`src/rtl/riscv_ctrl_pkg.sv`:
```
// Shared constants for the multicycle RV32I control path: opcodes, FSM state
// encodings and datapath mux select codes. The immediate decoder reuses the opcodes.
package riscv_ctrl_pkg;

    // Major opcodes (instruction bits [6:0])
    localparam logic [6:0] OpLw   = 7'b0000011;
    localparam logic [6:0] OpSw   = 7'b0100011;
    localparam logic [6:0] OpR    = 7'b0110011;
    localparam logic [6:0] OpI    = 7'b0010011;
    localparam logic [6:0] OpJal  = 7'b1101111;
    localparam logic [6:0] OpBeq  = 7'b1100011;

    // Fixed 4-bit state encodings; codes 11-15 are unused
    typedef enum logic [3:0] {
        StFetch    = 4'd0,
        StDecode   = 4'd1,
        StMemAdr   = 4'd2,
        StMemRead  = 4'd3,
        StMemWb    = 4'd4,
        StMemWrite = 4'd5,
        StExecR    = 4'd6,
        StAluWb    = 4'd7,
        StExecI    = 4'd8,
        StJal      = 4'd9,
        StBeq      = 4'd10
    } state_t;

    // ResultSrc codes
    localparam logic [1:0] ResAluOut    = 2'b00;
    localparam logic [1:0] ResData      = 2'b01;
    localparam logic [1:0] ResAluResult = 2'b10;

    // ALUSrcA codes
    localparam logic [1:0] SrcAPc    = 2'b00;
    localparam logic [1:0] SrcAOldPc = 2'b01;
    localparam logic [1:0] SrcARd1   = 2'b10;

    // ALUSrcB codes
    localparam logic [1:0] SrcBRd2  = 2'b00;
    localparam logic [1:0] SrcBImm  = 2'b01;
    localparam logic [1:0] SrcBFour = 2'b10;

    // ALUOp codes
    localparam logic [1:0] AluAdd   = 2'b00;
    localparam logic [1:0] AluSub   = 2'b01;
    localparam logic [1:0] AluFunct = 2'b10;

endpackage

```
`src/rtl/ctrl_out_decode.sv`:
```
// Moore output decode: datapath enables and selects from the current state.
// MemReady only matters in FETCH and Zero only in BEQ.
module ctrl_out_decode
    import riscv_ctrl_pkg::*;
(
    input  state_t     state,
    input  logic       mem_ready,
    input  logic       zero,
    output logic       pc_write,
    output logic       adr_src,
    output logic       mem_write,
    output logic       ir_write,
    output logic [1:0] result_src,
    output logic [1:0] alu_src_a,
    output logic [1:0] alu_src_b,
    output logic [1:0] alu_op,
    output logic       reg_write
);

    logic pc_update;
    logic branch;

    // Per-state output table; anything not set for a state stays 0
    always_comb begin
        pc_update  = 1'b0;
        branch     = 1'b0;
        adr_src    = 1'b0;
        mem_write  = 1'b0;
        ir_write   = 1'b0;
        result_src = ResAluOut;
        alu_src_a  = SrcAPc;
        alu_src_b  = SrcBRd2;
        alu_op     = AluAdd;
        reg_write  = 1'b0;
        case (state)
            StFetch: begin
                alu_src_b  = SrcBFour;
                result_src = ResAluResult;
                ir_write   = mem_ready;
                pc_update  = mem_ready;
            end
            StDecode: begin
                // PC-relative branch target parked in ALUOut
                alu_src_a = SrcAOldPc;
                alu_src_b = SrcBImm;
            end
            StMemAdr: begin
                alu_src_a = SrcARd1;
                alu_src_b = SrcBImm;
            end
            StMemRead: begin
                adr_src = 1'b1;
            end
            StMemWb: begin
                result_src = ResData;
                reg_write  = 1'b1;
            end
            StMemWrite: begin
                adr_src   = 1'b1;
                mem_write = 1'b1;
            end
            StExecR: begin
                alu_src_a = SrcARd1;
                alu_op    = AluFunct;
            end
            StExecI: begin
                alu_src_a = SrcARd1;
                alu_src_b = SrcBImm;
                alu_op    = AluFunct;
            end
            StAluWb: begin
                reg_write = 1'b1;
            end
            StJal: begin
                // Link value PC+4 computed now; PC loads the jump target from ALUOut
                alu_src_a = SrcAOldPc;
                alu_src_b = SrcBFour;
                pc_update = 1'b1;
            end
            StBeq: begin
                alu_src_a = SrcARd1;
                alu_op    = AluSub;
                branch    = 1'b1;
            end
            default: ;
        endcase
    end

    assign pc_write = pc_update | (branch & zero);

endmodule

```
`src/rtl/multicycle_control_fsm.sv`:
```
// Multicycle RV32I main control FSM: state register, next-state logic and
// reset gating of the write enables around the combinational output decode.
module multicycle_control_fsm
    import riscv_ctrl_pkg::*;
(
    input  logic       CLK,
    input  logic       RST,
    input  logic [6:0] OP,
    input  logic       Zero,
    input  logic       MemReady,
    output logic       PCWrite,
    output logic       AdrSrc,
    output logic       MemWrite,
    output logic       IRWrite,
    output logic [1:0] ResultSrc,
    output logic [1:0] ALUSrcA,
    output logic [1:0] ALUSrcB,
    output logic [1:0] ALUOp,
    output logic       RegWrite,
    output logic       IllegalOp,
    output logic [3:0] State
);

    state_t state_q;
    state_t state_d;
    logic   illegal;

    logic   pc_write;
    logic   mem_write;
    logic   ir_write;
    logic   reg_write;

    // State register; asynchronous reset aborts any instruction in flight
    always_ff @(posedge CLK or negedge RST) begin
        if (!RST) begin
            state_q <= StFetch;
        end else begin
            state_q <= state_d;
        end
    end

    // Next-state logic; OP is only looked at in DECODE and MEMADR
    always_comb begin
        state_d = state_q;
        illegal = 1'b0;
        case (state_q)
            StFetch:    if (MemReady) state_d = StDecode;
            StDecode: begin
                case (OP)
                    OpLw, OpSw: state_d = StMemAdr;
                    OpR:        state_d = StExecR;
                    OpI:        state_d = StExecI;
                    OpJal:      state_d = StJal;
                    OpBeq:      state_d = StBeq;
                    default: begin
                        state_d = StFetch;
                        illegal = 1'b1;
                    end
                endcase
            end
            StMemAdr:   state_d = (OP == OpSw) ? StMemWrite : StMemRead;
            StMemRead:  if (MemReady) state_d = StMemWb;
            StMemWrite: if (MemReady) state_d = StFetch;
            StExecR:    state_d = StAluWb;
            StExecI:    state_d = StAluWb;
            StJal:      state_d = StAluWb;
            StMemWb:    state_d = StFetch;
            StAluWb:    state_d = StFetch;
            StBeq:      state_d = StFetch;
            default:    state_d = StFetch;
        endcase
    end

    ctrl_out_decode u_ctrl_out_decode (
        .state      (state_q),
        .mem_ready  (MemReady),
        .zero       (Zero),
        .pc_write   (pc_write),
        .adr_src    (AdrSrc),
        .mem_write  (mem_write),
        .ir_write   (ir_write),
        .result_src (ResultSrc),
        .alu_src_a  (ALUSrcA),
        .alu_src_b  (ALUSrcB),
        .alu_op     (ALUOp),
        .reg_write  (reg_write)
    );

    // Enables are qualified by RST so FETCH's MemReady-driven strobes stay low in reset
    assign PCWrite   = pc_write & RST;
    assign MemWrite  = mem_write & RST;
    assign IRWrite   = ir_write & RST;
    assign RegWrite  = reg_write & RST;
    assign IllegalOp = illegal & RST;
    assign State     = state_q;

endmodule

```
`config.mk`:
```
export PLATFORM = sky130hd
export DESIGN_NAME = multicycle_control_fsm
export DESIGN_NICKNAME = d
export VERILOG_FILES = /design/src/rtl/riscv_ctrl_pkg.sv /design/src/rtl/ctrl_out_decode.sv /design/src/rtl/multicycle_control_fsm.sv
export SDC_FILE = /design/constraint.sdc
export NUM_CORES = 1
export LEC_CHECK = 0
export ABC_CLOCK_PERIOD_IN_PS = 1650
export BUFFER_PORTS_ARGS = -buffer_cell sky130_fd_sc_hd__buf_2
export CORE_MARGIN = 5
export CORE_UTILIZATION = 45
export CTS_CLUSTER_DIAMETER = 120
export DETAILED_ROUTE_END_ITERATION = 6
export HOLD_SLACK_MARGIN = 0.06
export PLACE_DENSITY = 0.76
export SKIP_CTS_REPAIR_TIMING = 1
export SYNTH_ARGS = -nofsm -noshare
export SYNTH_HDL_FRONTEND = slang
export SYNTH_HIERARCHICAL = 1
export SYNTH_SLANG_ARGS = --single-unit
export TNS_END_PERCENT = 30
```
`constraint.sdc`:
```
create_clock -name CLK -period 1.65 [get_ports CLK]
set_input_delay 0.2475 -clock CLK [delete_from_list [all_inputs] [get_ports CLK]]
set_output_delay 0.2475 -clock CLK [all_outputs]
set_load 0.02 [all_outputs]
```
Yosys cells after proc, flatten, opt, wreduce, memory -nomap -nowiden
Index checks and enable logic that the tools add are counted.

word-level totals
  output and inout bits = 18
  logic and storage cells = 57
  input port bits = 11
  flip-flop bits (word level) = 4

operators by class
  mux-type cells = 18
  reductions and logical operators = 12
  bitwise operators = 7
  equal/unequal tests = 19

operator list
  cell                  count
  $pmux W4 S6           1
  $pmux W4 S5           1
  $eq A4 B3 Y1 const B  4
  $pmux W2 S2           4
  $eq A7 B6 Y1 const B  2
  $eq A7 B7 Y1 const B  2
  $eq A4 B4 Y1 const B  3
  $mux W4               3
  $reduce_or A2 Y1      6
  $eq A4 B2 Y1 const B  2
  $eq A7 B2 Y1 const B  1
  $eq A7 B5 Y1 const B  1
  $mux W1               7
  $and A1 B1 Y1         6
  $ne A2 B2 Y1 const B  3
  $reduce_or A3 Y1      2
  $reduce_or A6 Y1      1
  $eq A4 B1 Y1 const B  1
  $logic_not A4 Y1      1
  $reduce_or A4 Y1      1
  $mux W3               1
  $reduce_and A3 Y1     1
  $pmux W1 S2           1
  $or A1 B1 Y1          1

Logic depth before layout (Yosys ltp)
  depth in word-level cells = 5
  mapped depth = 5
  mapped depth without buffers = 4

Cells and area by module
The synthesis kept the hierarchy.

by module, submodules not included
  module                  instances  sequential area each (um2)  cells an instance  area each (um2)
  multicycle_control_fsm  1          100.1                       46                 467.9
  ctrl_out_decode         1          0.0                         32                 202.7

Worst setup path before layout
OpenSTA, ideal clock, no wires.

  kind = reg-to-output
  start = register state_q[2] (netlist: State[2])
  end = output IRWrite
  cell stages (with the launch flop) = 5
  arrival = 1.984 ns
  required time = 1.402 ns
  buffers on the path = 1
  setup slack = -0.581 ns
  cells stage by stage = dfrtp_1 > buf_2 > nor4_1 > and2_1 > and2_1

on the way
  longest elaborated chain between the ends = 3

RTL lines
  what                    RTL line                      RTL
  start, declared         multicycle_control_fsm.sv:24  state_t state_q;
  start signal, assigned  multicycle_control_fsm.sv:36  state_q <= StFetch;
  start signal, assigned  multicycle_control_fsm.sv:38  state_q <= state_d;
  $logic_not A4 Y1        ctrl_out_decode.sv:35         case (state)
  $mux W1                 ctrl_out_decode.sv:35
  net ir_write            multicycle_control_fsm.sv:30  logic ir_write;
  $and A1 B1 Y1           multicycle_control_fsm.sv:92  assign IRWrite = ir_write & RST;
  end, declared           multicycle_control_fsm.sv:14  output logic IRWrite,

The timed path passes the listed nets, and every way through them passes these cells.

Final worst setup path
  start = register state_q[3] (netlist: State[3])
  end = output PCWrite

on the way
  longest elaborated chain between the ends = 5
  elaborated cells between the ends (all ways) = 8
  those cells by class = 2 x eq/ne; 2 x mux; 3 x bitwise; 1 x reduce/logical

RTL lines
  what             RTL line                      RTL
  $eq A4 B4 Y1     ctrl_out_decode.sv:35
  $mux W1          ctrl_out_decode.sv:35
  $and A1 B1 Y1    ctrl_out_decode.sv:89         assign pc_write = pc_update | (branch & zero);
  $or A1 B1 Y1 *   ctrl_out_decode.sv:89
  net pc_write     multicycle_control_fsm.sv:28  logic pc_write;
  $and A1 B1 Y1 *  multicycle_control_fsm.sv:90  assign PCWrite = pc_write & RST;
  end, declared    multicycle_control_fsm.sv:11  output logic PCWrite,

The timed path passes the listed nets; every way through them passes the cells marked *.

==> flow_summary.yaml <==
outcome:
  status: "finished, violations left"
  violations: "setup timing"
job:
  cap_violations: 0
timing:
  max_clock_freq_ghz: 0.568
  hold_viol: 0
  rsz0062_at_grt: "yes"
  setup_viol_count_final: 4
  setup_ws_ns: -0.110
  worstMarginPinSlew_ns: 0.303
  drv_slew: 0
  fin_crit_ns: 1.76
  hold_ws_ns: 0.376
  maxSlewHeadroom: 0.797
  tns_ns: -0.328
  finClkSkew_ns: 0.00700
  post-route-period-util: 1.07
layout:
  final_nets: 126
  syn_to_final_growth_pct: 43.5
  largest_reg_flops: 4
  stdcell_area_sq_um: 962
  antenna_cells: 0
  layout.cells.non_filler: 130
  drive_gt1_frac: 0.491
critical_path:
  crit_arrival_ns: 1.51
  critPathCaptureType: "primary output"
  rr_startpoint: "State[3]"
  cp_data_required_time_ns: 1.40
  critical_path_class: "flip-flop to primary output"
  r2r_slack_ns: 0.29
  startpoint_type: "flip-flop"
  critPathMaxFanout: 2
  r2r-end: "State[2]"
  r2r_cells: 6
global_routing:
  grt_max_degree: 23
  grtUsageTotal: 0.149
  grt_pass1_wl_mm: 2.90
  grt_pass1_vias: 694
  grt-ovfl-total: 0
  antenna_found_initial: 0
cts:
  clockBufferDepth: 2
  cts-root-buf: "clkbuf_4"
  h-tree-depth: 1
  cts_made_buffers: 3
  cts_sinks: 4
  path_clk_slew_ns: 0.04
  cts_tree: "done"
  clk_latency_ns: 0.24
synth:
  netlist_area_sq_um: 671
  syn_inst: 78
  syn_area_per_cell_sq_um: 8.60
  syn-num-nets: 89
  synth_edf_count: 0
  synth_cell_type_count: 42
  yosysWarnings: 6
  synth-async-reset-ratio: 1.00
  ys_seq_area_frac: 0.149
  ys.flop_type: "dfrtp_1"
  synth-seq-cells: 4
placed_design:
  place_hpwl_mm: 1.38
  dpl_worst_slack_ns: 0.0804
  place_inst: 123
  port_buffers: 28
  placed_area_sq_um: 867
  gp_congestion: 0.771
min_path:
  holdPathStages: 3
  hold_class: "input port to flip-flop"
  hold_start: "OP[5]"
  min_to: "State[2]"
floorplan:
  rows: 14
  die_h_um: 48.6
  initial_core_util: 0.461
  ios: 29
  dieArea_sq_mm: 0.00236
  die_x_um: 48.6
  core_sq_mm: 0.00145
power:
  p_leak_nw: 0.414
  p_comb_frac: 0.790
  power_density_mw_per_mm2: 1550
  intPower_mw: 0.751
  p_clk_frac: 0.091
  swShare: 0.497
  pwr-share-seq: 0.119
  ir_drop_v: 0.000745
  power_switching_mw: 0.742
routing:
  dr_total_vias: 728
  dr.pass1.iters: 4
  wire_per_inst_um: 14.3
  drtIter0Drc: 8
  vias_per_cell: 5.60
  antenna_left: 0
  drc: 0
  wl_mm: 1.86
==> power by group through the flow <==
stage                     logic (mW)  clock network (mW)  registers [mW]
after floorplan                0.733                   0           0.251
after global placement          1.06                   0           0.183
after detailed placement        1.08                   0           0.186
after CTS                       1.09               0.143           0.185
after global routing            1.26               0.158           0.183
final                           1.18               0.136           0.178
==> per-layer routing <==
metal	wire length [um]	global-route usage	part of all wire
met1	726	0.162	0.39
met4	10	0.0673	0.0054
met5	0	0	0
met3	143	0.0307	0.077
met2	974	0.270	0.53
==> worst max-delay path, cell delays in order (launching register included) <==
cell     delay, ns
dfrtp_1       0.37
or4b_1        0.51
a31oi_1       0.13
and2_1        0.16
buf_6         0.12
==> through the flow <==
step / power, mW / utilization
after global routing: 1.60 / 0.662
final: 1.49 / 0.662
after global placement: 1.25 / 0.596
after detailed placement: 1.27 / 0.596
after CTS: 1.41 / 0.614
after floorplan: 0.984 / -
==> Yosys cell counts, types with 2 or more instances <==
master    n  area share
nand2b_1  7       0.065
and2_1    6       0.056
a21oi_1   4       0.030
buf_2     4       0.030
dfrtp_1   4        0.15
nor3_1    4       0.030
nor2_1    3       0.017
o21ai_0   3       0.022
a311oi_1  2       0.026
inv_1     2       0.011
nand2_1   2       0.011
nand3b_1  2       0.022
nor3b_1   2       0.022
nor3b_2   2       0.037
o21a_1    2       0.022
xnor2_1   2       0.026
xor2_1    2       0.026
==> cell type report <==
cell class | count | area [sq um]
flip-flops and latches | 4 | 101
multi-input cells | 65 | 549
inverters | 3 | 11.3
repair buffers | 38 | 254
clock buffers | 4 | 26.3
well taps | 16 | 20.0
fillers | 133 | 492
==> how the worst max path moves through the flow <==
stage	from	to	cells after the start
5_1_grt	State[3]	PCWrite	4
6_report	State[3]	PCWrite	4
2_1_floorplan	State[2]	IRWrite	4
3_5_place_dp	State[0]	IllegalOp	5
3_3_place_gp	State[1]	PCWrite	4
4_1_cts	State[0]	IllegalOp	5
==> cell families after synthesis <==
family                   after synthesis  synth area share
XOR/XNOR                               4            0.0522
adder cells (fa/ha/maj)                1            0.0149
multiplexers                           1            0.0149
AO/OA/AOI/OAI                         19             0.216
buffers and inverters                  9            0.0746
AND/OR/NAND/NOR                       40             0.478
flip-flops                             4             0.149
==> cell usage in the layout, fill, tap and decap left out, drive strengths merged, types with 3 or more instances in the layout <==
cell	synthesis	routed
dfrtp	4	4
clkbuf	1	5
nor3b	4	4
nor2	3	3
a21oi	4	4
and2	6	6
nand3b	3	3
nor3	5	5
nand2b	7	7
buf	5	36
o21ai	3	3
inv	3	3
No activity file was read; power rests on OpenSTA's default activity.
